$ cat src/rtl/processor_stim_driver.sv
// processor_stim_driver: drives all four AND operand pairs for N rounds and counts registered-response mismatches.
module processor_stim_driver #(
  parameter int HOLD_CYCLES = 2,
  parameter int CNT_W = 8
) (
  input  logic             clk_i,
  input  logic             rst_i,
  input  logic             start_i,
  input  logic [CNT_W-1:0] rounds_i,
  input  logic             resp_i,
  output logic             entrada_a_o,
  output logic             entrada_b_o,
  output logic             busy_o,
  output logic             done_o,
  output logic [CNT_W-1:0] err_count_o,
  output logic             pass_o
);
  localparam int HW = HOLD_CYCLES > 1 ? $clog2(HOLD_CYCLES) : 1;
  typedef enum logic [1:0] {IDLE, DRIVE, DONE} state_t;
  state_t state, state_next;
  logic [HW-1:0] h;
  logic [1:0] p, p_next;
  logic [CNT_W-1:0] rnd, rounds, err_next;
  logic chk, last, miss;
  // busy stays high through the first DONE cycle of a zero-round run, delaying done by one edge
  assign done_o = state == DONE && !busy_o;
  always_comb begin
    chk = state == DRIVE && h == HW'(HOLD_CYCLES - 1);
    last = chk && p == 2'd3 && rnd == rounds - 1'b1;
    miss = chk && resp_i != (entrada_a_o & entrada_b_o);
    err_next = miss && !(&err_count_o) ? err_count_o + 1'b1 : err_count_o;
    p_next = p + 2'd1;
    state_next = state == IDLE ? (start_i ? (rounds_i == '0 ? DONE : DRIVE) : IDLE) :
                 state == DRIVE ? (last ? DONE : DRIVE) :
                 (busy_o ? DONE : IDLE);
  end
  always_ff @(posedge clk_i) begin
    if (rst_i) begin
      state <= IDLE;
      h <= '0;
      p <= '0;
      rnd <= '0;
      rounds <= '0;
      entrada_a_o <= 1'b0;
      entrada_b_o <= 1'b0;
      busy_o <= 1'b0;
      err_count_o <= '0;
      pass_o <= 1'b0;
    end else begin
      state <= state_next;
      case (state)
        IDLE: begin
          entrada_a_o <= 1'b0;
          entrada_b_o <= 1'b0;
          if (start_i) begin
            rounds <= rounds_i;
            err_count_o <= '0;
            pass_o <= 1'b0;
            busy_o <= 1'b1;
            h <= '0;
            p <= '0;
            rnd <= '0;
          end
        end
        DRIVE: begin
          err_count_o <= err_next;
          if (chk) begin
            h <= '0;
            p <= p_next;
            if (p == 2'd3) rnd <= rnd + 1'b1;
            entrada_a_o <= last ? 1'b0 : p_next[1];
            entrada_b_o <= last ? 1'b0 : p_next[0];
            if (last) begin
              busy_o <= 1'b0;
              pass_o <= err_next == '0;
            end
          end else h <= h + 1'b1;
        end
        DONE: if (busy_o) begin
          busy_o <= 1'b0;
          pass_o <= err_count_o == '0;
        end
        default: ;
      endcase
    end
  end
endmodule

$ cat config.mk
export PLATFORM = sky130hd
export DESIGN_NAME = processor_stim_driver
export DESIGN_NICKNAME = d
export VERILOG_FILES = /design/src/rtl/processor_stim_driver.sv
export SDC_FILE = /design/constraint.sdc
export NUM_CORES = 1
export LEC_CHECK = 0
export BUFFER_PORTS_ARGS = -buffer_cell sky130_fd_sc_hd__buf_2
export CAP_MARGIN = 30
export CORE_MARGIN = 1
export CORE_UTILIZATION = 50
export DETAILED_ROUTE_END_ITERATION = 6
export GPL_TIMING_DRIVEN = 1
export PLACE_DENSITY = 0.7
export SYNTH_ARGS = -nofsm -noshare
export SYNTH_HDL_FRONTEND = slang
export SYNTH_SLANG_ARGS = --single-unit
$ cat constraint.sdc
create_clock -name clk_i -period 4.47 [get_ports clk_i]
set_clock_uncertainty 0.05 [all_clocks]
set_input_delay 0.894 -clock clk_i [delete_from_list [all_inputs] [get_ports clk_i]]
set_output_delay 0.894 -clock clk_i [all_outputs]
set_load 0.02 [all_outputs]
==> flow_metrics.env, run 1 <==
export IMPL_tightest_slew_ps=547.4
export IMPL_grt_max_degree=29
export IMPL_placeableCoreArea_mm2=0.003799
export IMPL_antenna_found_initial=0
export IMPL_placementRows=22
export IMPL_yosys_register_bits=33
export IMPL_synth_mux_area_share_pct=2.936
export IMPL_startpoint_type="flop"
export IMPL_final_hold_viol_count=0
export IMPL_hp_class="reg2reg"
export IMPL_synth_warnings=0
export IMPL_fmax_mhz=376.3
export IMPL_worstPathCellList="inv_1 -> ha_1 -> and2_1 -> nand4_1 -> or4b_4 -> a211o_1 -> a31oi_1 -> nor2_1"
export IMPL_track_usage_pct=23.64
export IMPL_post_cts_setup_buffers=0
export IMPL_fin_crit_sh_pct=59.45
export IMPL_diodes=0
export IMPL_critPathTopFamily="simple AND/OR/NAND/NOR gates"
export IMPL_synth_cells=256
export IMPL_finalSetupViolations=0
export IMPL_hpwl_mm=3.331
export IMPL_synth_top_cell_by_area="dfxtp_1"
export IMPL_setup_tns_ps=0
export IMPL_drv_slew=0
export IMPL_setup_slack_ps=1813
export IMPL_area_delta_synth_final_pct=10.95
export IMPL_p_per_area_mw_per_mm2=294.1
export IMPL_clock_sinks=33
export IMPL_dieArea_mm2=0.004351
export IMPL_seq_area_frac_synth_pct=32.29
export IMPL_max_stage_delay_ps=540
export IMPL_crit_arrival_ps=2760
export IMPL_nets=298
export IMPL_ant_nets=0
export IMPL_portBuffers=24
export IMPL_cts_hold_fix_buffers=0
export IMPL_firstDrtPassIters=4
export IMPL_finalCriticalPeriod_ps=2657
export IMPL_required_ps=4570
export IMPL_drt_initial_drc_count=152
export IMPL_synth_xor_xnor_area_share_pct=5.566
export IMPL_cts_reportedPaths_clkPinSlew_ps=70
export IMPL_status="finished, final reports clean"
export IMPL_cts_tree="built"
export IMPL_ys_flop_type="dfxtp_1"
export IMPL_path_max_fanout=14
export IMPL_place_inst=318
export IMPL_synthAdderAreaFrac_pct=5.505
export IMPL_htree_levels=2
export IMPL_grt_pass1_wl_mm=7.928
export IMPL_synth_area_mm2=0.002046
export IMPL_yosysUniqueCellTypes=54
export IMPL_synth_most_common_cell="dfxtp_1"
export IMPL_drive_gt1_share_pct=13.67
export IMPL_cts_buffers=5
export IMPL_drv_cap=0
export IMPL_crit_path_end_kind="flop"
export IMPL_num_io_pins=25
export IMPL_drc=0
export IMPL_synth_simple_area_share_pct=29.97
export IMPL_slowest_stage="or4b_4"
export IMPL_hold_slack_ps=451.7
export IMPL_chipWidth_um=65.97
export IMPL_ir_drop_uv=150.7
export IMPL_leakagePower_uw=0.0009193
export IMPL_synthArstFlopShare_pct=0
export IMPL_relSlewSlack_pct=63.50
export IMPL_vias_per_cell=5.877
export IMPL_stdcell_count=326
export IMPL_clock_path_buffers=2
export IMPL_synth_nets=277
export IMPL_ys_top_cells_by_area="dfxtp_1 32%, a21oi_1 6.1%, ha_1 5.5%"
export IMPL_placed_area_mm2=0.002190
export IMPL_postSynthAreaPerCell_um2=7.991
export IMPL_overflow=0
export IMPL_wl_per_cell_um=14.31
export IMPL_gp_congestion=0.8579
export IMPL_dp_worst_setup_slack_ps=1846
export IMPL_synth_enable_flop_cells=0
export IMPL_num_vias=1916
export IMPL_crit_type="reg2reg"
export IMPL_ctsRootBufferMaster="clkbuf_8"
export IMPL_clk_latency_ps=280
export IMPL_fp_dieH_um=65.97
export IMPL_yosys_top_cells_count="33 x dfxtp_1, 27 x nor2_1, 26 x nand2_1"
export IMPL_cts_resized=0
export IMPL_rsz0062_at_grt="no"
export IMPL_critPathBufInv=1
export IMPL_grt_pass1_vias=1758
export IMPL_synth_top_family_by_area="simple AND/OR/NAND/NOR gates"
export IMPL_start_util_pct=53.85
export IMPL_fin_area_mm2=0.002270
export IMPL_routed_wirelength_mm=4.664
export IMPL_synth_compound_area_share_pct=19.57
export IMPL_synth_top_cell_area_share_pct=32.29
## worst register-to-register path, stage by stage (launching register included)
cell and delay (ps):
dfxtp_1 340, inv_1 90, ha_1 470, and2_1 310
nand4_1 130, or4b_4 540, a211o_1 350, a31oi_1 200
nor2_1 60
## path summary, 6_finish.rpt
path	startpoint	endpoint	slack, ps	cells after the start
max	state[1]	state[0]	1810	8
min	entrada_a_o	entrada_a_o	450	2
max reg2reg	state[1]	state[0]	1810	8
min reg2reg	entrada_a_o	entrada_a_o	450	2
## layout by cell type, fill, tap and decap left out, types with 3 or more instances in the layout
cell,n
o21a_1,3
xnor2_1,4
nor3_1,3
a21oi_1,25
nor2_1,27
o21ai_0,3
clkbuf_1,3
and2_1,3
a31oi_1,4
mux2i_1,6
nand2_1,26
inv_1,10
buf_2,24
dfxtp_1,33
ha_1,9
a311oi_1,3
nand4_1,8
clkbuf_8,5
and4_1,3
xor2_1,9
a22oi_1,3
nor2b_1,3
or3_1,4
nand2b_1,6
nand3_1,10
## state kept, by name (all words and copies together), names as in the netlist, 2 cells and up
name	count
rnd	8
err_count_o	8
p	2
rounds	8
state	2
## layout make-up
type | count | area (µm²)
fillers | 364 | 1529
multi-input cells | 201 | 1300
flip-flops and latches | 33 | 660.6
repair buffers | 25 | 127.6
clock buffers | 8 | 80.08
well taps | 48 | 60.06
inverters | 11 | 41.29
## report_power, final
part / internal [µW] / total (µW) / switching, µW / leakage (µW)
Combinational: 50.8 / 128 / 77.7 / 0.000612
Clock: 111 / 216 / 106 / 0.0000395
Sequential: 306 / 323 / 16.7 / 0.000268
## logic make-up (layout without fill, tap and decap cells)
| kind of cell | count (synthesis) | after routing |
|---|---|---|
| AO/OA/AOI/OAI | 60 | 60 |
| buffers and inverters | 22 | 44 |
| flip-flops | 33 | 33 |
| XOR/XNOR | 13 | 13 |
| AND/OR/NAND/NOR | 113 | 113 |
| adder cells (fa/ha/maj) | 9 | 9 |
| multiplexers | 6 | 6 |
## routing by layer
layer	wire length, µm	global-route usage, %	vias to the layer above	share of wire [%]
met5	0	0	-	0
met2	2023	35.84	41	43
met4	48	7.979	0	1.0
met1	2339	33.40	910	50
met3	252	4.138	6	5.4
li1	-	-	959	-
## metrics by stage
step	util (%)	power (µW)
2_1_floorplan	-	423.0
3_3_place_gp	57.64	455.9
3_5_place_dp	57.64	456.4
4_1_cts	59.75	669.2
5_1_grt	59.75	701.4
6_report	59.75	667.5
Power figures use the tool's default switching activity.
==> run 2, diff against run 1 <==
Clock period 4.47 ns to 2.6 ns, I/O delays scaled along.
==> run 2 against run 1 <==
Compared with the run above:
- non-clock buffer count increased by 4
- sequential power rose by 71%
- sequential share of layout area down 0.64 points
- register-to-register slack worse by 1600 ps
- largest power group unchanged
- critical path type unchanged
- die area did not move
- cell area is 2.3% higher
- final cell count up 1.2%
- critical endpoint unchanged
==> flow_metrics.env, run 2 (same netlist as run 1, synthesis figures left out) <==
export IMPL_grt_max_degree=29
export IMPL_clock_path_buffers=2
export IMPL_drive_gt1_share_pct=15.96
export IMPL_overflow=0
export IMPL_p_comb_share_pct=19.0
export IMPL_multiInputGateArea_mm2=0.001300
export IMPL_ant_nets=0
export IMPL_gp_congestion=0.8913
export IMPL_p_switching_uw=352.2
export IMPL_crit_type="reg2reg"
export IMPL_area_delta_synth_final_pct=13.46
export IMPL_regArea_um2=660.6
export IMPL_seqPwrFrac_pct=45.6
export IMPL_crit_path_end_kind="flop"
export IMPL_place_inst=322
export IMPL_ctsRootBufferMaster="clkbuf_8"
export IMPL_num_fill_cells=348
export IMPL_finalSetupViolations=0
export IMPL_cts_reportedPaths_clkPinSlew_ps=80
export IMPL_post_cts_setup_buffers=0
export IMPL_setup_tns_ps=0
export IMPL_stdcell_count=330
export IMPL_path_max_fanout=5
export IMPL_clock_sinks=33
export IMPL_drv_cap=0
export IMPL_antenna_found_initial=0
export IMPL_clk_latency_ps=290
export IMPL_grt_pass1_vias=1735
export IMPL_chipWidth_um=65.97
export IMPL_drt_initial_drc_count=155
export IMPL_clockPowerShare_pct=35.3
export IMPL_routed_wirelength_mm=4.640
export IMPL_drc=0
export IMPL_cts_buffers=5
export IMPL_fp_dieH_um=65.97
export IMPL_diodes=0
export IMPL_crit_arrival_ps=2480
export IMPL_num_vias=1894
export IMPL_placed_area_mm2=0.002220
export IMPL_rsz0062_at_grt="no"
export IMPL_hpwl_mm=3.369
export IMPL_p_per_area_mw_per_mm2=522.1
export IMPL_layout_commonest_cell="dfxtp_1"
export IMPL_num_io_pins=25
export IMPL_relSlewSlack_pct=63.84
export IMPL_wl_per_cell_um=14.06
export IMPL_power_total_uw=1212
export IMPL_intPower_uw=859.5
export IMPL_firstDrtPassIters=4
export IMPL_cts_tree="built"
export IMPL_leakagePower_uw=0.0009551
export IMPL_placementRows=22
export IMPL_final_hold_viol_count=0
export IMPL_finalCriticalPeriod_ps=2370
export IMPL_final_util_pct=61.10
export IMPL_vias_per_cell=5.739
export IMPL_grt_pass1_wl_mm=7.900
export IMPL_track_usage_pct=23.75
export IMPL_portBuffers=24
export IMPL_tightest_slew_ps=538.8
export IMPL_status="finished, final reports clean"
export IMPL_drv_slew=0
export IMPL_ir_drop_uv=326.9
export IMPL_dieArea_mm2=0.004351
export IMPL_r2r_slack_ps=230
export IMPL_htree_levels=2
export IMPL_p_sw_share_pct=29.07
export IMPL_layout_common_cells="33 x dfxtp_1, 27 x nor2_1, 26 x nand2_1, 25 x a21oi_1, 24 x buf_2"
export IMPL_fmax_mhz=421.9
export IMPL_hp_class="in2reg"
export IMPL_start_util_pct=53.85
export IMPL_cts_hold_fix_buffers=0
export IMPL_cts_resized=0
export IMPL_reg_top3="err_count_o: 8 flops, rnd: 8 flops, rounds: 8 flops"
export IMPL_fin_area_mm2=0.002321
export IMPL_fin_crit_sh_pct=91.16
export IMPL_nets=302
export IMPL_required_ps=2710
export IMPL_placeableCoreArea_mm2=0.003799
export IMPL_startpoint_type="flop"
==> run 2: changes by cell type in the layout (fill, tap and decap cells not counted) <==
| cell | change |
|---|---|
| buf_4 | +4 |
| clkbuf_1 | -3 |
| clkbuf_8 | +2 |
| clkinv_2 | +1 |
==> run 2: path summary, 6_finish.rpt <==
kind | to | cells past startpoint | start
hold / removal | rounds[4] | 3 | rounds_i[4]
setup reg to reg | state[0] | 8 | rounds[0]
setup / recovery | state[0] | 8 | rounds[0]
hold reg to reg | rounds[7] | 2 | rounds[7]
==> run 2: layout make-up <==
cell class / count / area share, %
Clock inverter: 1 / 0.2156
Timing Repair Buffer: 29 / 6.792
Sequential cell: 33 / 28.46
Inverter: 11 / 1.779
Clock buffer: 7 / 4.151
Multi-Input combinational cell: 201 / 56.01
Tap cell: 48 / 2.588
==> run 2: critical path, stage by stage, from the launching register on <==
cell	delay, ps
dfxtp_1	450
inv_1	70
ha_1	300
xor2_1	140
nand4_1	110
or4b_4	540
a211o_1	350
a31oi_1	190
nor2_1	50
==> run 2: routing by layer <==
metal,GRT usage [%],wire (µm),up-vias,part of all wire (%)
met4,7.447,63,0,1.4
met1,34.07,2311,861,50
met3,6.034,312,7,6.7
met2,34.31,1953,57,42
li1,-,-,969,-
met5,0,0,-,0
==> run 2: power by group through the flow <==
stage | clock network [µW] | registers, µW | logic (µW)
final | 428 | 553 | 231
after global routing | 466 | 556 | 261
after CTS | 440 | 552 | 230
after detailed placement | 0 | 564 | 228
after global placement | 0 | 562 | 228
after floorplan | 0 | 562 | 165
==> run 2: per-stage QoR <==
step / setup WS, ps / hold WS (ps)
finish: 229.8 / 424.4
CTS: 211.8 / 422.2
floorplan: 381.7 / 398.1
detailed placement: 216.2 / 429.6
global route: 94.39 / 423.8
global placement: 307.0 / 430.2
